===== config.mk =====
export PLATFORM = sky130hd
export DESIGN_NAME = trigger_gate
export DESIGN_NICKNAME = d
export VERILOG_FILES = /design/src/rtl/trigger_gate_pkg.sv /design/src/rtl/sync_edge.sv /design/src/rtl/trigger_gate.sv
export SDC_FILE = /design/constraint.sdc
export NUM_CORES = 1
export LEC_CHECK = 0
export ABC_AREA = 1
export CAP_MARGIN = 40
export CORE_ASPECT_RATIO = 0.5
export CORE_MARGIN = 3
export CORE_UTILIZATION = 41
export CTS_BUF_LIST = sky130_fd_sc_hd__clkbuf_16
export DETAILED_ROUTE_END_ITERATION = 8
export PLACE_DENSITY = 0.74
export SLEW_MARGIN = 20
export SYNTH_ARGS = -nofsm -noshare
export SYNTH_HDL_FRONTEND = slang
export SYNTH_SLANG_ARGS = --single-unit

===== constraint.sdc =====
create_clock -name clk -period 6.17 [get_ports clk]
set_clock_uncertainty 0.15 [all_clocks]
set_input_delay 1.234 -clock clk [delete_from_list [all_inputs] [get_ports clk]]
set_output_delay 1.234 -clock clk [all_outputs]
set_load 0.05 [all_outputs]

===== src/rtl/trigger_gate_pkg.sv =====
// Shared types and defaults for the trigger acceptance stage.
// Used by trigger_gate and sync_edge.
package trigger_gate_pkg;

   typedef enum logic [1:0] {
      IDLE   = 2'd0,
      ACCEPT = 2'd1,
      DEAD   = 2'd2
   } state_e;

   localparam int unsigned TS_W_DEF  = 32;
   localparam int unsigned CNT_W_DEF = 16;
   localparam int unsigned DT_W_DEF  = 8;

   // Floor on the dead countdown: covers the trig -> busy round trip in busy_control.
   localparam int unsigned DT_MIN    = 2;

endpackage


===== src/rtl/sync_edge.sv =====
// Two-flop synchroniser for an asynchronous input, plus a third flop
// used for rising-edge detection in the clk domain.
module sync_edge
   import trigger_gate_pkg::*;
(
   input  logic clk,
   input  logic rst,
   input  logic d_i,
   output logic rise_o
);

   logic s1_q, s2_q, s3_q;

   always_ff @(posedge clk or posedge rst) begin
      if (rst) begin
         s1_q <= 1'b0;
         s2_q <= 1'b0;
         s3_q <= 1'b0;
      end else begin
         s1_q <= d_i;
         s2_q <= s1_q;
         s3_q <= s2_q;
      end
   end

   assign rise_o = s2_q & ~s3_q;

endmodule


===== src/rtl/trigger_gate.sv =====
// Trigger acceptance: synchronise raw trigger, gate on live/busy/dead time,
// timestamp accepts. Monitoring counters built only with TRIGGER_GATE_VETO_CNT_EN.
module trigger_gate
   import trigger_gate_pkg::*;
#(
   parameter int unsigned TS_W  = TS_W_DEF,
   parameter int unsigned CNT_W = CNT_W_DEF,
   parameter int unsigned DT_W  = DT_W_DEF
) (
   input  logic             clk,
   input  logic             rst,
   input  logic             live,
   input  logic             live_rising,
   input  logic             trig_in,
   input  logic             busy,
   input  logic [DT_W-1:0]  dead_time,
   output logic             trig,
   output logic [TS_W-1:0]  trig_timestamp,
   output logic [CNT_W-1:0] n_raw,
   output logic [CNT_W-1:0] n_veto_busy,
   output logic [CNT_W-1:0] n_veto_dead
);

   localparam logic [DT_W-1:0] DT_FLOOR = DT_W'(DT_MIN);

   state_e           state_q, state_d;
   logic [DT_W-1:0]  dcnt_q, dcnt_d;
   logic             trig_q;
   logic [TS_W-1:0]  ts_q;
   logic [TS_W-1:0]  tstamp_q;
   logic             raw_edge;
   logic             accept;

   sync_edge u_sync (
      .clk    (clk),
      .rst    (rst),
      .d_i    (trig_in),
      .rise_o (raw_edge)
   );

   always_comb begin
      state_d = state_q;
      dcnt_d  = dcnt_q;
      accept  = 1'b0;
      unique case (state_q)
         IDLE: begin
            if (raw_edge && live && !busy) begin
               state_d = ACCEPT;
               accept  = 1'b1;
            end
         end
         ACCEPT: begin
            dcnt_d  = (dead_time < DT_FLOOR) ? DT_FLOOR : dead_time;
            state_d = DEAD;
         end
         DEAD: begin
            dcnt_d = dcnt_q - DT_W'(1);
            if (dcnt_q <= DT_W'(1)) begin
               state_d = IDLE;
            end
         end
         default: state_d = IDLE;
      endcase
      // Run start overrides whatever the FSM was about to do.
      if (live_rising) begin
         state_d = IDLE;
         dcnt_d  = '0;
         accept  = 1'b0;
      end
   end

   always_ff @(posedge clk or posedge rst) begin
      if (rst) begin
         state_q  <= IDLE;
         dcnt_q   <= '0;
         trig_q   <= 1'b0;
         ts_q     <= '0;
         tstamp_q <= '0;
      end else begin
         state_q <= state_d;
         dcnt_q  <= dcnt_d;
         trig_q  <= accept;
         if (live_rising) begin
            ts_q     <= '0;
            tstamp_q <= '0;
         end else begin
            ts_q <= ts_q + TS_W'(1);
            if (accept) begin
               tstamp_q <= ts_q;
            end
         end
      end
   end

   assign trig           = trig_q;
   assign trig_timestamp = tstamp_q;

`ifdef TRIGGER_GATE_VETO_CNT_EN
   logic [CNT_W-1:0] n_raw_q, n_vbusy_q, n_vdead_q;
   logic             cnt_raw, cnt_dead, cnt_busy;

   function automatic logic [CNT_W-1:0] sat_inc(input logic [CNT_W-1:0] v, input logic en);
      return (en && !(&v)) ? v + CNT_W'(1) : v;
   endfunction

   // Dead-time veto takes priority, so an edge lands in at most one veto counter.
   always_comb begin
      cnt_raw  = raw_edge & live;
      cnt_dead = cnt_raw & ((state_q == ACCEPT) || (state_q == DEAD));
      cnt_busy = cnt_raw & (state_q == IDLE) & busy;
   end

   always_ff @(posedge clk or posedge rst) begin
      if (rst) begin
         n_raw_q   <= '0;
         n_vbusy_q <= '0;
         n_vdead_q <= '0;
      end else if (live_rising) begin
         n_raw_q   <= '0;
         n_vbusy_q <= '0;
         n_vdead_q <= '0;
      end else begin
         n_raw_q   <= sat_inc(n_raw_q, cnt_raw);
         n_vbusy_q <= sat_inc(n_vbusy_q, cnt_busy);
         n_vdead_q <= sat_inc(n_vdead_q, cnt_dead);
      end
   end

   assign n_raw       = n_raw_q;
   assign n_veto_busy = n_vbusy_q;
   assign n_veto_dead = n_vdead_q;
`else
   assign n_raw       = '0;
   assign n_veto_busy = '0;
   assign n_veto_dead = '0;
`endif

endmodule


======== Word level (Yosys, flattened, before mapping) ========
Cells that the tools add are included.
operators by class
  add/subtract/negate cells ............... 2
  order comparisons ....................... 2
  equality and inequality tests ........... 4
  multiplexer cells ....................... 13
  bitwise gates (word level) .............. 2
  reduce and logical (&&, ||, !) cells .... 7
operators by type and width
  kind                                                  count
  two-way mux 32 bit                                    3
  adder 32 x 1 -> 32 bit (second input constant)        1
  two-way mux 8 bit                                     2
  case mux 8 bit (2 select lines)                       1
  <= comparator 8 x 1 -> 1 bit (second input constant)  1
  < comparator 8 x 2 -> 1 bit (second input constant)   1
  subtractor 8 x 1 -> 8 bit (second input constant)     1
  two-way mux 2 bit                                     3
  inequality test 3 bit (second input constant)         2
  case mux 2 bit (3 select lines)                       1
  two-way mux 1 bit                                     3
  nonzero test 3 bit                                    1
  equality test 2 x 1 -> 1 bit (second input constant)  1
  equality test 2 bit (second input constant)           1
  logical AND 1 bit                                     2
  logical NOT 2 bit                                     1
  AND reduction 2 bit                                   1
  nonzero test 2 bit                                    1
  AND 1 bit                                             1
  logical NOT 1 bit                                     1
  NOT 1 bit                                             1
storage, ports and cells
  register bits after elaboration ......... 78
  bits of input ports ..................... 14
  output and inout port bits .............. 81
  word-level logic and storage cells ...... 38

======== Depth between registers and ports, before layout ========
Gate-level depths: netlist (run 1).
  depth after elaboration ................. 9
  depth in mapped cells ................... 9
  gate-level depth less buffers ........... 9

======== Cells and area by module ========
Synthesis (run 1) repeated with hierarchy kept, for this count alone.
second synthesis, totals
  cell total of the unflattened synthesis .. 568
  area, all modules ....................... 4249.1 um^2
modules (own cells, without submodules)
  module        instances  cells each  area each (um^2)  sequential area each (um^2)
  trigger_gate  1          562         4160.2            1876.8
  sync_edge     1          6           88.8              75.1

======== Least setup slack after synthesis (run 1) ========
No wires, ideal clock.
  path kind ............................... input-to-reg
  start point ............................. in live_rising
  end point ............................... reg dcnt_q[4]
  setup time .............................. 0.129 ns
  data arrival time ....................... 1.972 ns
  data required time ...................... 5.891 ns
  slack ................................... 3.919 ns
  stages .................................. 6
  path buffers ............................ 1
  cell sequence ........................... buf_2 -> clkinv_1 -> nand3_1 -> o21ai_0 -> o21ai_0 -> o21ai_0
between the ends
  cells in the longest elaborated chain, start to end .. 1
  elaborated cells on any way between the ends .. 2
  classes of those cells .................. mux (1); reduce/logical (1)
ends and longest elaborated chain
  item                                                               line                source
  start: declaration                                                 trigger_gate.sv:13  input logic live_rising,
  nonzero test 3 bit (no line) or two-way mux 8 bit (tied branches)  -
  end signal: assignment                                             trigger_gate.sv:81  dcnt_q <= dcnt_d;
  end: declaration                                                   trigger_gate.sv:27  logic [DT_W-1:0] dcnt_q, dcnt_d;
Parallel ways exist; a longest one is shown, timed or not.
A chain may end at the register's enable or synchronous reset.

======== Final worst setup path (run 1) ========
  start point ............................. in live
  end point ............................... reg tstamp_q[20] (netlist: trig_timestamp[20])
between the ends
  cells in the longest elaborated chain, start to end .. 6
ends and longest elaborated chain
  item                            line                source
  start: declaration              trigger_gate.sv:12  input logic live,
  logical AND 1 bit (2 in a row)  trigger_gate.sv:47  if (raw_edge && live && !busy) begin
  two-way mux 1 bit               trigger_gate.sv:47
  two-way mux 1 bit               trigger_gate.sv:45  unique case (state_q)
  two-way mux 1 bit               trigger_gate.sv:65  if (live_rising) begin
  nonzero test 2 bit (no line)    -
  end signal: assignment          trigger_gate.sv:89  tstamp_q <= ts_q;
  end: declaration                trigger_gate.sv:30  logic [TS_W-1:0] tstamp_q;
No other way between the ends.

==> results of run 1 <==
-- layer usage --
metal,vias up,wire [µm],track usage,part of all wire
met5,-,0,0,0
met4,0,117,0.0465,0.012
met3,11,644,0.0467,0.068
met2,124,4360,0.283,0.46
met1,1733,4360,0.230,0.46
li1,1797,-,-,-
-- final timing paths --
| check | endpoint | slack [ps] | cells past startpoint |
|---|---|---|---|
| worst max-delay path | trig_timestamp[20] | 2750 | 7 |
| worst min-delay path | u_sync.s2_q | 200 | 0 |
| worst max register to register | trig_timestamp[20] | 3700 | 5 |
| worst min register to register | u_sync.s2_q | 200 | 0 |
| max in group asynchronous | ts_q[4] | 3970 | 3 |
| min in group asynchronous | dcnt_q[3] | 1130 | 2 |
-- cell type report --
| cell class | count | area share |
|---|---|---|
| repair buffers | 50 | 0.101 |
| inverters | 47 | 0.0348 |
| multi-input cells | 441 | 0.375 |
| flip-flops and latches | 78 | 0.385 |
| clock buffers | 9 | 0.0444 |
| clock inverters | 7 | 0.0269 |
| well taps | 135 | 0.0333 |
-- sequential cells by signal (all words and copies together) (netlist names) --
| signal | cells |
|---|---|
| trig_timestamp | 32 |
| ts_q | 32 |
| dcnt_q | 8 |
| state_q | 2 |
| trig | 1 |
| u_sync.s1_q | 1 |
| u_sync.s2_q | 1 |
| u_sync.s3_q | 1 |
-- Yosys cell counts --
| master | instances |
|---|---|
| buf_2 | 4 |
| a21oi_1 | 7 |
| nand2_1 | 188 |
| nand3b_1 | 1 |
| xnor2_1 | 3 |
| nand2_2 | 2 |
| a31oi_1 | 1 |
| inv_2 | 1 |
| ha_1 | 3 |
| buf_1 | 1 |
| conb_1 | 1 |
| nor3_1 | 5 |
| dfrtp_1 | 78 |
| o21a_1 | 1 |
| nand3_1 | 52 |
| nor2_2 | 11 |
| nor2_4 | 1 |
| nand3_2 | 2 |
| buf_4 | 48 |
| a211oi_1 | 1 |
| clkbuf_1 | 8 |
| nor3_2 | 1 |
| inv_1 | 45 |
| xor2_1 | 2 |
| nor2_1 | 83 |
| o21ai_0 | 29 |
| clkinv_1 | 1 |
-- kinds of logic after synthesis --
| group | after synthesis | synth area share |
|---|---|---|
| adders and majority gates | 3 | 0.00881 |
| buffers and inverters | 108 | 0.139 |
| and+or+nand+nor | 346 | 0.336 |
| xor gates and xnor gates | 5 | 0.0103 |
| DFF | 78 | 0.458 |
| other | 1 | 0.000880 |
| AOI/OAI and AO/OA | 39 | 0.0473 |
-- metrics by stage --
step                 util  area [µm²]  power, mW  worst slack [ps]  cells
global placement    0.478        4670      0.641              2100    749
finish              0.519        5070       1.28              2750    767
CTS                 0.519        5070       1.29              2700    767
detailed placement  0.482        4710      0.644              2340    751
floorplan               -        4440      0.646              2790    627
global route        0.519        5070       1.33              2450    767
-- power groups by stage --
stage | Clock, mW | Combinational [mW] | Sequential (mW)
global route | 0.680 | 0.125 | 0.520
CTS | 0.651 | 0.116 | 0.520
detailed placement | 0 | 0.115 | 0.529
global placement | 0 | 0.112 | 0.529
finish | 0.643 | 0.115 | 0.520
floorplan | 0 | 0.117 | 0.530
==> summary.md, run 1 <==
| Metric | Value |
|---|---|
| Period minus WS final | `3420 ps` |
| Worst hold margin | `199 ps` |
| Synth area leaders | `dfrtp_1, nand2_1, buf_4` |
| Aggregate global-route resource usage | `0.173` |
| Core ar. | `9760 µm²` |
| CP top delay family | `simple AND/OR/NAND/NOR gates` |
| Worst Hold Class | `reg2reg` |
| Path type of the worst setup path | `in2reg` |
| Critical path fanouts, max | `34` |
| Antenna Nets Post-Route | `0` |
| Final number of max-transition violations | `0` |
| Cts repair resizes | `0` |
| Top-area cell type share of the netlist area | `0.458` |
| Die footprint | `11700 µm²` |
| Antenna diodes | `0` |
| Ports | `95` |
| CTS root buffer | `clkbuf_16` |
| Maxcap violations | `0` |
| Crit path from | `live` |
| Hold path startpoint | `u_sync.s1_q` |
| Flop pwr share | `0.407` |
| Worst Setup End Kind | `flop` |
| Clock-pin slew on the worst setup and hold paths | `60 ps` |
| Final setup violation count | `0` |
| TritonCTS sink count | `78` |
| DR vias | `between 3000 and 4000` |
| Switch share | `0.243` |
| Clock network fraction of design power | `0.503` |
| IO buf count | `between 40 and 50` |
| Die Width | `about 150 µm` |
| Overflow after GRT | `0` |
| Fin crit share | `0.555` |
| CTS H-tree depth | `3` |
| Outcome | `completed` |
| Crit start category | `primary input` |
| WL final | `9.48 mm` |
| Worst Path Arrival | `3550 ps` |
| Final Hold Viols | `0` |
| Critical path's slowest cell | `nor2_4` |
| Crit path buffers/inverters | `1` |
| Final setup TNS | `0 ps` |
| Most common cell after layout, fill and taps aside | `nand2_1` |
| Drt drc | `0` |
| Hold Buf Count CTS | `0` |
| Avg Cell Area, Syn | `7.35 µm²` |
| CTS Buf Count | `9` |
| Cells along the critical path | `clkdlybuf4s50_1 > nand2_1 > nor3_2 > nand3_2 > nor2_4 > nand2_1 > nand2_1` |
| CTS tree | `done` |
| Crit path required time | `6290 ps` |
| Area grow syn2layout | `19.0%` |
| VDD IR max | `111 µV` |
| Most frequent cells in the layout | `nand2_1, nor2_1, dfrtp_1` |
| Internal | `around 970 µW` |
| Initial drt markers | `248` |
| Largest net degree at the start of global routing | `41` |
| Layout Nets | `around 640` |
| # Post-CTS Setup Buffers | `0` |
| Flops & latches, synth | `between 70 and 80` |
| Rel. slew slack | `0.505` |
| Static leakage | `approximately 2.4 nW` |
| Vias/cell | `4.78` |
| Maximum clock path buffer count | `2` |
| Cell variety after synth | `27` |
| Mapped Area | `4260 µm²` |
| CP most frequent cell | `nand2_1` |
| R2r startpoint | `u_sync.s3_q` |
| WL/cell | `12.4 µm` |
| Pwr dens | `252 nW/µm²` |
| RSZ-0062 raised after global routing | `no` |
| Gate Count Post-Synth | `580` |
| Antenna violations before repair | `0` |
| Clock Latency Late Sink | `340 ps` |
| Max Clk Rate | `just under 300 MHz` |
| Slowest stage delay, CP | `slightly above 800 ps` |
| Share of total power in combinational logic | `0.090` |
| Synth area leader | `dfrtp_1` |
| Rows | `25` |
| Multi-input gate area | `1900 µm²` |
| Fill cells | `920` |
| Layout cells sized above 1 | `0.0601` |
| Die Height | `78.1 µm` |
| Vias in the first global route | `3447` |
| Global-route wire length before repair | `16.3 mm` |
| DR pass1 iterations | `5` |
| Dpl hpwl | `6.72 mm` |
| Post-synthesis sequential area ratio | `0.458` |
| YS warnings | `0` |
| Switching power | `311 µW` |
| RePlAce Congestion | `0.921` |
| FF/Latch Area | `between 1500 and 2000 µm²` |
| Initial core utilization | `0.437` |
| Worst-Margin Slew | `around 740 ps` |
No activity file was read; power rests on OpenSTA's default activity.
==> run 2: changes to the inputs <==
==> constraint.sdc (replaced) <==
create_clock -name clk -period 3.2 [get_ports clk]
set_clock_uncertainty 0.15 [all_clocks]
set_input_delay 0.64 -clock clk [delete_from_list [all_inputs] [get_ports clk]]
set_output_delay 0.64 -clock clk [all_outputs]
set_load 0.05 [all_outputs]
==> run 2 against run 1 <==
- critical endpoint is now trig_timestamp[14]
- count of clock-buffer cells in the layout unchanged
- hold slack got worse by 2.5 ps
- global-route usage decreased by 0.31 points
- utilization decreased by 0.63 points
- sequential share of layout area increased by 0.47 points
- via count decreased by 2.3%
- worst setup slack got worse by 1900 ps
- sequential cell count unchanged
- total power increased by 78%
- register-to-register slack got worse by 2200 ps
==> summary.md, run 2 (synthesis gave the netlist of run 1 again) <==
| Metric | Value |
|---|---|
| Hold depth | `0 (unchanged)` |
| Stages on worst setup path | `1 (-6)` |
| Rows | `25 (unchanged)` |
| CTS tree | `done` |
| Slowest stage delay, CP | `820 ps (about the same)` |
| Antenna violations before repair | `0 (unchanged)` |
| RSZ-0062 raised after global routing | `no` |
| Fin crit share | `0.726` |
| Area grow syn2layout | `17.5%` |
| Worst-Margin Slew | `526 ps (-216 ps)` |
| Final Hold Viols | `0 (unchanged)` |
| Share of total power in combinational logic | `0.097 (+0.007)` |
| Global-route wire length before repair | `16.2 mm (-0.85%)` |
| Die Width | `150 µm (unchanged)` |
| # Post-CTS Setup Buffers | `0 (unchanged)` |
| Final setup TNS | `0 ps (unchanged)` |
| Pwr dens | `454 nW/µm² (+80%)` |
| Maxcap violations | `0 (unchanged)` |
| Max Clk Rate | `~430 MHz` |
| Crit start category | `flop` |
| Die footprint | `11700 µm² (unchanged)` |
| Worst Hold Class | `reg2reg` |
| Maximum clock path buffer count | `2 (unchanged)` |
| WL/cell | `11.9 µm (-3.6%)` |
| Initial drt markers | `182 (-27%)` |
| Aggregate global-route resource usage | `0.170 (-0.00311)` |
| Crit path from | `trig_timestamp[14]` |
| Antenna diodes | `0 (unchanged)` |
| IO buf count | `46 (unchanged)` |
| Final WS setup | `875 ps (-1870 ps)` |
| Critical path fanouts, max | `2 (-94%)` |
| TritonCTS sink count | `78 (unchanged)` |
| Layout Nets | `645 (+0.16%)` |
| VDD IR max | `235 µV (+110%)` |
| Period minus WS final | `2320 ps` |
| Worst Path Arrival | `1530 ps (-2020 ps)` |
| Layout cells sized above 1 | `0.0569 (-0.00325)` |
| Final number of max-transition violations | `0 (unchanged)` |
| Ports | `95 (unchanged)` |
| Switch share | `0.254 (+0.0109)` |
| Most frequent cells in the layout | `nand2_1, nor2_1, dfrtp_1` |
| Multi-input gate area | `1900 µm² (-0.26%)` |
| Flop pwr share | `0.441 (+0.034)` |
| Core ar. | `9760 µm² (unchanged)` |
| CP top delay family | `buffers and inverters` |
| Vias in the first global route | `3415 (-0.93%)` |
| R2R Setup Slk | `1460 ps (-2240 ps)` |
| Largest net degree at the start of global routing | `63 (+54%)` |
| Initial core utilization | `0.437 (unchanged)` |
| Overflow after GRT | `0 (unchanged)` |
| R2r startpoint | `u_sync.s3_q` |
| Clock Latency Late Sink | `330 ps (about the same)` |
| Dpl hpwl | `6.60 mm (-1.8%)` |
| Capturing point of the worst reg2reg path | `trig_timestamp[11]` |
| Switching power | `578 µW (+86%)` |
| DR pass1 iterations | `4 (-1)` |
| RePlAce Congestion | `0.904 (-1.8%)` |
| Most common cell after layout, fill and taps aside | `nand2_1` |
| Hold Buf Count CTS | `0 (unchanged)` |
| Cts repair resizes | `0 (unchanged)` |
| Rel. slew slack | `0.648 (+0.144)` |
| Dpl ws | `714 ps (-1620 ps)` |
| Die Height | `78.1 µm (unchanged)` |
| Final Util | `0.513 (-0.00628)` |
| DR vias | `3579 (-2.3%)` |
| WL final | `9.16 mm (-3.4%)` |
| Worst hold margin | `197 ps (-2.48 ps)` |
| Path type of the worst setup path | `reg2out` |
| Placed instance count | `752 (+0.13%)` |
| Worst Setup End Kind | `output pin` |
| Cells along the critical path | `clkdlybuf4s50_1` |
| CTS H-tree depth | `3 (unchanged)` |
| Static leakage | `2.38 nW (-0.75%)` |
| Worst Reg2Reg Path Length in Cells | `7 (+2)` |
| Crit path required time | `2410 ps (-3880 ps)` |
| Final setup violation count | `0 (unchanged)` |
| Outcome | `completed` |
| Drt drc | `0 (unchanged)` |
| Critical path's slowest cell | `clkdlybuf4s50_1` |
| Clock network fraction of design power | `0.463 (-0.040)` |
| Crit path buffers/inverters | `1 (unchanged)` |
| Worst Setup EP | `trig_timestamp[14]` |
| Antenna Nets Post-Route | `0 (unchanged)` |
| FF/Latch Area | `1950 µm² (unchanged)` |
| Fin cells | `768 (+0.13%)` |
| Vias/cell | `4.66 (-2.5%)` |
| Internal | `1.70 mW (+76%)` |
| Fill cells | `924 (+0.43%)` |
| Clock-pin slew on the worst setup and hold paths | `60 ps (about the same)` |
| CTS root buffer | `clkbuf_16` |
| CTS Buf Count | `9 (unchanged)` |
[run 2: cell types whose count changed in the layout (fill, tap and decap cells not counted), sizes merged]
| cell | previous run | this run |
|---|---|---|
| bufinv | 4 | 2 |
| clkinv | 3 | 5 |
| clkinvlp | 1 | 0 |
| inv | 46 | 47 |
| buf | 4 | 5 |
[run 2: layout make-up]
class,count,share of cell area
Tap cell,135,0.0337
Clock inverter,7,0.0160
Sequential cell,78,0.390
Clock buffer,9,0.0450
Timing Repair Buffer,51,0.102
Multi-Input combinational cell,441,0.378
Inverter,47,0.0352
[run 2: power by group through the flow]
stage / combinational, mW / clock, mW / sequential, mW
3_3_place_gp: 0.219 / 0 / 1.02
2_1_floorplan: 0.225 / 0 / 1.02
4_1_cts: 0.220 / 1.07 / 1.00
6_report: 0.220 / 1.05 / 1.00
3_5_place_dp: 0.220 / 0 / 1.02
5_1_grt: 0.238 / 1.12 / 1.00
[run 2: stage by stage]
step	total power [mW]	area, µm²
after floorplan	1.25	4440
after global placement	1.24	4700
after detailed placement	1.24	4700
after CTS	2.30	5010
after global routing	2.36	5010
final	2.28	5010
[run 2: how the worst min path moves through the flow]
| stage | slack, ps | from | endpoint |
|---|---|---|---|
| 3_5_place_dp | 190 | u_sync.s1_q | u_sync.s2_q |
| 4_1_cts | 200 | u_sync.s1_q | u_sync.s2_q |
| 6_report | 200 | u_sync.s1_q | u_sync.s2_q |
| 5_1_grt | 210 | u_sync.s1_q | u_sync.s2_q |
| 3_3_place_gp | 190 | u_sync.s1_q | u_sync.s2_q |
| 2_1_floorplan | 180 | u_sync.s1_q | u_sync.s2_q |
[run 2: worst reg2reg max path, cell delays in order, from the launching register on]
cell and delay, ps:
dfrtp_1 390, nor3_2 200, nand3_2 80, buf_4 250, nor2_2 120, buf_4 320
nand2_1 110, nand2_1 70
[run 2: per-layer routing]
layer,track usage,share of wire,vias to the layer above
li1,-,-,1803
met1,0.237,0.48,1660
met2,0.263,0.45,104
met3,0.0415,0.063,12
met4,0.0547,0.014,0
met5,0,0,-
==> run 3: changes to the inputs <==
==> constraint.sdc (replaced) <==
create_clock -name clk -period 2.33 [get_ports clk]
set_clock_uncertainty 0.15 [all_clocks]
set_input_delay 0.466 -clock clk [delete_from_list [all_inputs] [get_ports clk]]
set_output_delay 0.466 -clock clk [all_outputs]
set_load 0.05 [all_outputs]
==> run 3 against run 2 <==
- highest routed layer unchanged
- hold slack better by 27 ps
- cell area shrank 0.42%
- die area did not move
- largest power group is now sequential cells
==> summary.md, run 3 (synthesis gave the netlist of run 1 again) <==
| Metric | Value |
|---|---|
| Outcome | `completed` |
| Final Hold Viols | `0 (unchanged)` |
| CP top delay family | `buffers and inverters` |
| Cts repair resizes | `0 (unchanged)` |
| CTS root buffer | `clkbuf_16` |
| Antenna violations before repair | `0 (unchanged)` |
| Core ar. | `9760 µm² (unchanged)` |
| # Post-CTS Setup Buffers | `0 (unchanged)` |
| VDD IR max | `298 µV (+27%)` |
| Maxcap violations | `0 (unchanged)` |
| IO buf count | `46 (unchanged)` |
| Maximum clock path buffer count | `2 (unchanged)` |
| Clock Latency Late Sink | `340 ps (about the same)` |
| Crit start category | `flop` |
| Slowest stage delay, CP | `840 ps (+20 ps)` |
| Period minus WS final | `2140 ps` |
| Final number of max-transition violations | `0 (unchanged)` |
| Met3 Track Usage GR | `0.0473 (+0.00577)` |
| Largest net degree at the start of global routing | `73 (+16%)` |
| Drt drc | `0 (unchanged)` |
| Path type of the worst setup path | `reg2out` |
| WL/cell | `12.5 µm (+4.9%)` |
| Worst Setup End Kind | `output pin` |
| Most Crowded Layer GR | `met2` |
| Max Clk Rate | `467 MHz` |
| GR Util met2 | `0.277 (+0.0144)` |
| CTS H-tree depth | `3 (unchanged)` |
| RePlAce Congestion | `0.929 (+2.7%)` |
| Static leakage | `2.36 nW (-0.73%)` |
| Fin crit share | `0.918` |
| Layout Nets | `645 (unchanged)` |
| Critical path's slowest cell | `clkdlybuf4s50_1` |
| Area grow syn2layout | `17.0%` |
| Worst-Margin Slew | `547 ps (+21.0 ps)` |
| Most frequent cells in the layout | `nand2_1, nor2_1, dfrtp_1` |
| Die Height | `78.1 µm (unchanged)` |
| Clock-pin slew on the worst setup and hold paths | `60 ps (about the same)` |
| DR pass1 iterations | `5 (+1)` |
| Most common cell after layout, fill and taps aside | `nand2_1` |
| Grt met1 use | `0.236 (-0.00159)` |
| Initial drt markers | `270 (+48%)` |
| Pwr dens | `607 nW/µm² (+34%)` |
| Antenna diodes | `0 (unchanged)` |
| Layout cells sized above 1 | `0.0585 (+0.00167)` |
| Initial core utilization | `0.437 (unchanged)` |
| Vias/cell | `4.73 (+1.5%)` |
| Crit path buffers/inverters | `1 (unchanged)` |
| Fill cells | `930 (+0.65%)` |
| Vias in the first global route | `3359 (-1.6%)` |
| Hold Buf Count CTS | `0 (unchanged)` |
| Worst Hold Class | `reg2reg` |
| Die Width | `150 µm (unchanged)` |
| Final setup violation count | `0 (unchanged)` |
| Cells along the critical path | `clkdlybuf4s50_1` |
| Area post-placement | `4710 µm² (about the same)` |
| DR vias | `3629 (+1.4%)` |
| Dpl hpwl | `6.83 mm (+3.4%)` |
| CTS Buf Count | `9 (unchanged)` |
| Die footprint | `11700 µm² (unchanged)` |
| TritonCTS sink count | `78 (unchanged)` |
| Critical path fanouts, max | `2 (unchanged)` |
| Rel. slew slack | `0.634 (-0.0140)` |
| Global-route wire length before repair | `16.3 mm (+1.1%)` |
| CTS tree | `done` |
| Antenna Nets Post-Route | `0 (unchanged)` |
| RSZ-0062 raised after global routing | `no` |
| Aggregate global-route resource usage | `0.175 (+0.00458)` |
| WL final | `9.60 mm (+4.8%)` |
| Rows | `25 (unchanged)` |
| Overflow after GRT | `0 (unchanged)` |
| Worst Path Arrival | `1520 ps (about the same)` |
| Fin area | `4990 µm² (-0.42%)` |
| Final setup TNS | `0 ps (unchanged)` |
| Ports | `95 (unchanged)` |
| Crit path required time | `1710 ps (-700 ps)` |
[run 3: path summary, 6_finish.rpt]
check	from	slack, ps	depth (start not counted)	end
min in group asynchronous	rst	250	2	dcnt_q[1]
hold reg to reg	u_sync.s1_q	220	0	u_sync.s2_q
setup / recovery	trig_timestamp[14]	190	1	trig_timestamp[14]
max in group asynchronous	rst	1170	3	ts_q[28]
hold / removal	u_sync.s1_q	220	0	u_sync.s2_q
setup reg to reg	ts_q[0]	640	8	ts_q[30]
[run 3: power breakdown]
part	leakage, nW	total, mW	switching [mW]	internal (mW)
Sequential	1.08	1.38	0.0106	1.37
Combinational	1.14	0.307	0.261	0.0453
Clock	0.140	1.35	0.535	0.811
Total	2.36	3.03	0.806	2.22
[run 3: routing by layer]
metal | share of wire | wire length, µm
met5 | 0 | 0
met4 | 0.016 | 155
met3 | 0.069 | 666
met2 | 0.45 | 4330
met1 | 0.46 | 4450
[run 3: through the flow]
step | hold slack (ps) | setup WS (ps) | power [mW] | utilization | cells
2_1_floorplan | 181 | 832 | 1.71 | - | 627
3_3_place_gp | 184 | 347 | 1.71 | 0.482 | 752
3_5_place_dp | 219 | 291 | 1.71 | 0.482 | 752
4_1_cts | 232 | 177 | 3.06 | 0.511 | 767
5_1_grt | 241 | 137 | 3.14 | 0.511 | 767
6_report | 224 | 190 | 3.03 | 0.511 | 767
[run 3: cell type report]
cell class	instances	area (µm²)	area share
Clock buffer	9	225	0.0452
Clock inverter	6	55.1	0.0110
Inverter	47	180	0.0361
Multi-Input combinational cell	441	1900	0.380
Sequential cell	78	1950	0.391
Tap cell	135	169	0.0339
Timing Repair Buffer	51	510	0.102
